[src/rtl/comp_seq_nbit.sv]
// rtl/comp_seq_nbit.sv - sequential WIDTH-bit magnitude comparator, one SLICE-bit digit per cycle, MSB first
// Optional macro COMP_SIGNED_EN adds a signed_mode input for two's-complement operands.
module comp_seq_nbit #(
  parameter int WIDTH = 16,
  parameter int SLICE = 4,
  localparam int NSLICE = WIDTH / SLICE,
  localparam int IW = (NSLICE > 1) ? $clog2(NSLICE) : 1
) (
  input  logic             clk,
  input  logic             rst,
  input  logic             in_valid,
  output logic             in_ready,
  input  logic [WIDTH-1:0] a,
  input  logic [WIDTH-1:0] b,
`ifdef COMP_SIGNED_EN
  input  logic             signed_mode,
`endif
  output logic             out_valid,
  input  logic             out_ready,
  output logic             lt,
  output logic             gt,
  output logic             eq,
  output logic [IW:0]      slices_used
);

  if ((WIDTH % SLICE) != 0 || NSLICE < 1) begin : g_bad_width
    $error("comp_seq_nbit: WIDTH must be a positive multiple of SLICE");
  end

  typedef enum logic [1:0] {IDLE, BUSY, DONE} state_t;

  state_t           state;
  logic [WIDTH-1:0] a_q;
  logic [WIDTH-1:0] b_q;
  logic [IW-1:0]    idx;
  logic [IW:0]      cnt;
  logic [WIDTH-1:0] a_sh;
  logic [WIDTH-1:0] b_sh;
  logic [SLICE-1:0] da;
  logic [SLICE-1:0] db;
`ifdef COMP_SIGNED_EN
  logic             signed_q;
`endif

  assign in_ready = (state == IDLE);

  // Digit under test; in signed mode the sign bit of the top digit is flipped so
  // an unsigned digit compare orders two's-complement values correctly.
  always_comb begin
    a_sh = a_q >> (int'(idx) * SLICE);
    b_sh = b_q >> (int'(idx) * SLICE);
    da   = a_sh[SLICE-1:0];
    db   = b_sh[SLICE-1:0];
`ifdef COMP_SIGNED_EN
    if (signed_q && (idx == IW'(NSLICE - 1))) begin
      da[SLICE-1] = ~da[SLICE-1];
      db[SLICE-1] = ~db[SLICE-1];
    end
`endif
  end

  always_ff @(posedge clk) begin
    if (rst) begin
      state       <= IDLE;
      a_q         <= '0;
      b_q         <= '0;
      idx         <= '0;
      cnt         <= '0;
      out_valid   <= 1'b0;
      lt          <= 1'b0;
      gt          <= 1'b0;
      eq          <= 1'b0;
      slices_used <= '0;
`ifdef COMP_SIGNED_EN
      signed_q    <= 1'b0;
`endif
    end else begin
      case (state)
        IDLE: begin
          if (in_valid) begin
            a_q   <= a;
            b_q   <= b;
            idx   <= IW'(NSLICE - 1);
            cnt   <= '0;
`ifdef COMP_SIGNED_EN
            signed_q <= signed_mode;
`endif
            state <= BUSY;
          end
        end
        BUSY: begin
          cnt <= cnt + 1'b1;
          if (da > db) begin
            gt          <= 1'b1;
            lt          <= 1'b0;
            eq          <= 1'b0;
            out_valid   <= 1'b1;
            slices_used <= cnt + 1'b1;
            state       <= DONE;
          end else if (da < db) begin
            gt          <= 1'b0;
            lt          <= 1'b1;
            eq          <= 1'b0;
            out_valid   <= 1'b1;
            slices_used <= cnt + 1'b1;
            state       <= DONE;
          end else if (idx == '0) begin
            gt          <= 1'b0;
            lt          <= 1'b0;
            eq          <= 1'b1;
            out_valid   <= 1'b1;
            slices_used <= cnt + 1'b1;
            state       <= DONE;
          end else begin
            idx <= idx - 1'b1;
          end
        end
        DONE: begin
          if (out_ready) begin
            out_valid <= 1'b0;
            state     <= IDLE;
          end
        end
        default: state <= IDLE;
      endcase
    end
  end

endmodule
[config.mk]
export PLATFORM = sky130hd
export DESIGN_NAME = comp_seq_nbit
export DESIGN_NICKNAME = d
export VERILOG_FILES = /design/src/rtl/comp_seq_nbit.sv
export SDC_FILE = /design/constraint.sdc
export NUM_CORES = 1
export LEC_CHECK = 0
export BUFFER_PORTS_ARGS = -buffer_cell sky130_fd_sc_hd__buf_2
export CORE_MARGIN = 4
export CORE_UTILIZATION = 50
export DETAILED_ROUTE_END_ITERATION = 16
export PLACE_DENSITY = 0.81
export SLEW_MARGIN = 20
export SYNTH_ARGS = -nofsm -noshare
export SYNTH_HDL_FRONTEND = slang
export SYNTH_SLANG_ARGS = --single-unit
[constraint.sdc]
create_clock -name clk -period 3 [get_ports clk]
set_input_delay 0.3 -clock clk [delete_from_list [all_inputs] [get_ports clk]]
set_output_delay 0.3 -clock clk [all_outputs]
set_load 0.02 [all_outputs]
After elaboration in Yosys (flattened, before gate mapping)

Index checks and enable logic that the tools add are counted.

Memories: 0
Bits in latches: 0
Bits in registers: 46
Output and inout port bits: 8
Memory bits (read-only): 0
Memory bits (writable): 0
Word-level logic and storage cells: 63
Bits of input ports: 36

Equality and inequality tests: 8
Shifts and indexed selects: 2
Multipliers: 0
Reduce and logical (&&, ||, !) cells: 11
Magnitude comparators: 2
Add/subtract/negate cells: 2
Divide/modulo/power cells: 0
Multiplexer cells: 28
Bitwise logic cells: 0

Operators by type and width:

| kind                                                               | number |
|---|---|
| 16-bit by 4-bit >> shifter with 4-bit output                       | 2 |
| 2-bit 2-to-1 mux                                                   | 9 |
| 3-bit 2-to-1 mux                                                   | 4 |
| 1-bit 2-to-1 mux                                                   | 11 |
| 2-bit != test, second input constant                               | 5 |
| 2-bit one-hot mux with 3 select lines                              | 1 |
| 3-bit one-hot mux with 2 select lines                              | 1 |
| 2-bit AND reduction                                                | 3 |
| 3-bit AND reduction                                                | 2 |
| 5-bit AND reduction                                                | 1 |
| 4-bit greater-than comparator                                      | 1 |
| 2-bit zero test                                                    | 2 |
| 4-bit < comparator                                                 | 1 |
| 4-bit != test, second input constant                               | 1 |
| 2-bit one-hot mux with 2 select lines                              | 1 |
| 2-bit nonzero test                                                 | 2 |
| 3-bit by 1-bit adder with 3-bit output, second input constant      | 1 |
| 3-bit nonzero test                                                 | 1 |
| 2-bit by 1-bit == test with 1-bit output, second input constant    | 1 |
| 2-bit == test, second input constant                               | 1 |
| 1-bit one-hot mux with 2 select lines                              | 1 |
| 2-bit by 1-bit subtractor with 2-bit output, second input constant | 1 |

Logic depth before layout (Yosys ltp)

Depth after elaboration: 5
Depth in mapped cells: 9
Gate-level depth less buffers: 7

Least setup slack after synthesis

No wires, ideal clock.

Kind: register to register
Start: reg idx[0]
End: reg idx[0]
Required time: 2868 ps
Setup time: 132 ps
Buffers on the path: 2
Data arrival time: 2294 ps
Stages on the path, launching flop included: 9
Setup slack: 574 ps
Cell sequence: dfxtp_1 clkbuf_8 mux4_2 ha_1 nand4_1 a311oi_2 buf_6 mux2i_1 a21oi_1

Word-level cells in the longest chain between the ends: 5
Elaborated cells on any way between the ends: 14
Those cells by class: add/sub (1); order compare (2); eq/ne (3); shift (2); mux (4); reduce/logical (2)

Ends and longest elaborated chain:

| what                                                                       | line | text |
|---|---|---|
| start, declared                                                            | 35   | `logic [IW-1:0] idx;` |
| start signal, assigned                                                     | 83   | `idx <= IW'(NSLICE - 1);` |
| start signal, assigned                                                     | 115  | `idx <= idx - 1'b1;` |
| parallel branches: the longest is 5 deep, another holds 4-bit < comparator | n/a  |  |

Parallel ways; which one is timed is not known. The select of a mux whose other input is x is not followed.
A chain may end at the register's enable or synchronous reset.

Final worst setup path

Start: reg idx[1]
End: reg state[0]

Word-level cells in the longest chain between the ends: 5
Elaborated cells on any way between the ends: 10
Those cells by class: order compare (2); eq/ne (1); shift (2); mux (3); reduce/logical (2)

Ends and longest elaborated chain:

| what                                                            | line   | text |
|---|---|---|
| 16-bit by 4-bit >> shifter with 4-bit output (on tied branches) | 50, 51 |  |
| 4-bit < comparator                                              | 100    | `end else if (da < db) begin` |
| 2-bit 2-to-1 mux                                                | 100    |  |
| 2-bit 2-to-1 mux                                                | 93     | `if (da > db) begin` |
| 2-bit one-hot mux with 3 select lines                           | 78     | `case (state)` |
| end signal, assigned                                            | 88     | `state <= BUSY;` |
| end signal, assigned                                            | 99     | `state <= DONE;` |
| end signal, assigned                                            | 106    | `state <= DONE;` |
| end, declared                                                   | 32     | `state_t state;` |

Parallel ways exist; a longest one is shown, timed or not.

==> summary.md <==
| Metric | Value |
|---|---|
| Status | `finished clean` |
| Via density | `5.298` |
| Setup TNS | `0 ns` |
| Reg2Reg Setup Slack | `0.37 ns` |
| CP Capture Type | `flop` |
| P per Cell Area | `approximately 940 nW/µm²` |
| Hold Path Stages | `3` |
| RePlAce Congestion | `0.7947` |
| Max_slew headroom | `0.3290` |
| Ys Warns | `0` |
| Worst-Skew Late Latency | `approximately 0.30 ns` |
| Die Height | `about 73 µm` |
| Die footprint | `around 5400 µm²` |
| Post-cts hold buffer count | `0` |
| Post-synth EDFFs | `0` |
| Post-synth top area cell | `dfxtp_1` |
| Worst r2r src | `idx[1]` |
| Comb power frac | `0.435` |
| Die width | `73.28 µm` |
| Synth Net Count | `295` |
| Via count | `roughly 1800` |
| Max Freq | `~380 MHz` |
| Yosys cell types | `35` |
| Cell count after synthesis | `250` |
| RR Endpoint | `state[0]` |
| Power share of the clock group | `0.188` |
| Post-DP HPWL | `3322 µm` |
| Post-DR wirelength/cell | `13.48 µm` |
| Yosys top cell area share | `0.4322` |
| Antenna cells | `0` |
| All-Layer GR Usage | `0.1796` |
| Iteration-0 DRC Markers | `roughly 160` |
| I/O Pins | `44` |
| Crit path DAT | `2.86 ns` |
| Routed Antenna Nets | `0` |
| Top-count cell post-synth | `nand2_1` |
| Ys flop type | `dfxtp_1` |
| Most frequent cells after synthesis | `nand2_1 (79), dfxtp_1 (46), a21oi_1 (41), inv_1 (13), ha_1 (9)` |
| FFs w/ async S/R, synth | `0` |
| Root buf cell | `clkbuf_8` |
| Finished Core Util | `0.6081` |
| Psw | `slightly above 0.9 mW` |
| Slew @ Worst Pin | `1.004 ns` |
| Tcrit/Tclk final | `0.8757` |
| Startpoint Class | `flop` |
| IO buf count | `43` |
| Final number of hold-violating endpoints | `0` |
| Setup ws final | `0.3729 ns` |
| Hold_ws | `0.2313 ns` |
| Row count | `23` |
| Sw frac | `0.3944` |
| FF-to-FF path depth | `7` |
| Netlist Area Pre-Place | `2131 µm²` |
| Flop pwr share | `0.377` |
| Pre-CTS WS | `0.3640 ns` |
| First-pass GRT wire length | `7465 µm` |
| Grt ovf | `0` |
| Yosys reg bits | `between 40 and 50` |
| Layout cells sized above 1 | `0.2215` |
| Post-cts gate resize count | `0` |
| Initial core utilization | `0.5251` |
| Synth top area cells | `dfxtp_1 (43%), nand2_1 (14%), a21oi_1 (9.6%)` |
| Final Critical Period | `2.627 ns` |
| Hold worst-path end | `b_q[6]` |
| Sink Count | `46` |
| Max-Cap Viols | `0` |
| Max Buffers Root-to-Sink | `2` |
| # Post-CTS Setup Buffers | `0` |
| # fillers | `roughly 350` |
| Mean post-synth cell area | `8.523 µm²` |
| Setup CP Type | `reg2reg` |
| Core Footprint | `4058 µm²` |
| Hold WC Path Type | `in2reg` |
| Slew Viols, Final | `0` |
| TritonCTS buffer count | `5` |
| CTS tree | `yes` |
| Unrepaired setup endpoints after global routing | `false` |
| Final Skew | `0.005716 ns` |
| Dpl cells | `331` |
| # H-tree levels | `2` |
| Drt first pass iters | `4` |
| Final instance count without filler cells | `339` |
| Cell Int Power | `1.404 mW` |
| Final setup vio count | `0` |
| Worst endpoint required time | `3.23 ns` |
| Register area share after synthesis | `0.4322` |
| Max FO, Critical Path | `13` |
| Wirelength, routed | `4570 µm` |
| # DRC | `0` |
| Hold path start | `b[6]` |
| VDD IR max | `approximately 660 µV` |
| Pin count of the biggest net entering global routing | `41` |
| Initial antenna violation count | `0` |
| Final nets | `333` |
| Vias in the first global route | `1672` |
| Layout area overhead | `15.80%` |
| P_leak | `1.054 nW` |
| Clock Pin Slew Worst Setup and Hold Paths | `0.08 ns` |
==> cell type report <==
| type | instances | area (µm²) | share of cell area |
|---|---|---|---|
| timing repair buffer | 47 | 245.2 | 0.09939 |
| multi-input combinational | 175 | 1080 | 0.4376 |
| inverter | 13 | 48.80 | 0.01978 |
| clock buffer | 8 | 110.1 | 0.04462 |
| tap | 50 | 62.56 | 0.02535 |
| sequential | 46 | 920.9 | 0.3732 |
==> worst max-delay path by stage <==
stage                       from        endpoint  slack, ns
final                     idx[1]        state[0]       0.37
after detailed placement  idx[1]  slices_used[2]       0.36
after CTS                 idx[1]        state[0]       0.35
after floorplan           idx[0]          idx[0]       0.57
after global placement    idx[1]  slices_used[1]       0.52
after global routing      idx[1]          idx[0]       0.18
==> sequential cells by signal, indices dropped and copies added, names as in the netlist <==
register / flops
slices_used: 3
out_valid: 1
eq: 1
lt: 1
gt: 1
cnt: 3
b_q: 16
a_q: 16
state: 2
idx: 2
==> placed cells by master (no fill, tap or decap), drive strengths merged, types with 2 or more instances in the layout <==
cell type,instances
clkbuf,8
mux4,8
mux2i,3
and3,2
o2bb2ai,2
o21ai,4
nand4,2
o311a,2
and2,2
nor2,3
nand2,79
nand2b,2
a21oi,41
buf,47
dfxtp,46
ha,9
o211ai,2
inv,13
==> metrics by stage <==
| step | total power, mW | area (µm²) |
|---|---|---|
| 6_report | 2.317 | 2467 |
| 5_1_grt | 2.491 | 2467 |
| 4_1_cts | 2.322 | 2467 |
| 3_5_place_dp | 1.895 | 2357 |
| 3_3_place_gp | 1.845 | 2357 |
| 2_1_floorplan | 1.662 | 2131 |
==> layer usage <==
metal / vias to the layer above / routed length (µm) / share of wire / track usage
li1: 928 / - / - / -
met1: 813 / 2154 / 0.47 / 0.2400
met2: 46 / 2082 / 0.46 / 0.2800
met3: 9 / 261 / 0.057 / 0.04241
met4: 0 / 71 / 0.016 / 0.07172
met5: - / 0 / 0 / 0
==> worst max-delay path: stages (launching register included) <==
cell and delay, ns:
dfxtp_1 0.63, mux4_2 0.58, ha_1 0.34, a21oi_1 0.28
a311oi_2 0.13, buf_4 0.20, a21oi_1 0.20, mux2i_1 0.20
==> logic make-up (layout without fill, tap and decap cells) <==
logic type / Yosys count / in the layout / synth area share
buffers and inverters: 29 / 68 / 0.06107
muxes: 11 / 11 / 0.09865
adders and majority gates: 9 / 9 / 0.05285
DFF: 46 / 46 / 0.4322
AOI/OAI and AO/OA: 60 / 60 / 0.1697
xor gates and xnor gates: 1 / 1 / 0.004111
and+or+nand+nor: 94 / 94 / 0.1814
==> power by group through the flow <==
stage	clock network (mW)	registers [mW]	logic, mW
after floorplan	0	0.875	0.787
after global placement	0	0.880	0.965
after detailed placement	0	0.890	1.01
after CTS	0.439	0.876	1.01
after global routing	0.466	0.900	1.12
final	0.436	0.875	1.01
(Power assumes the default switching activity.)
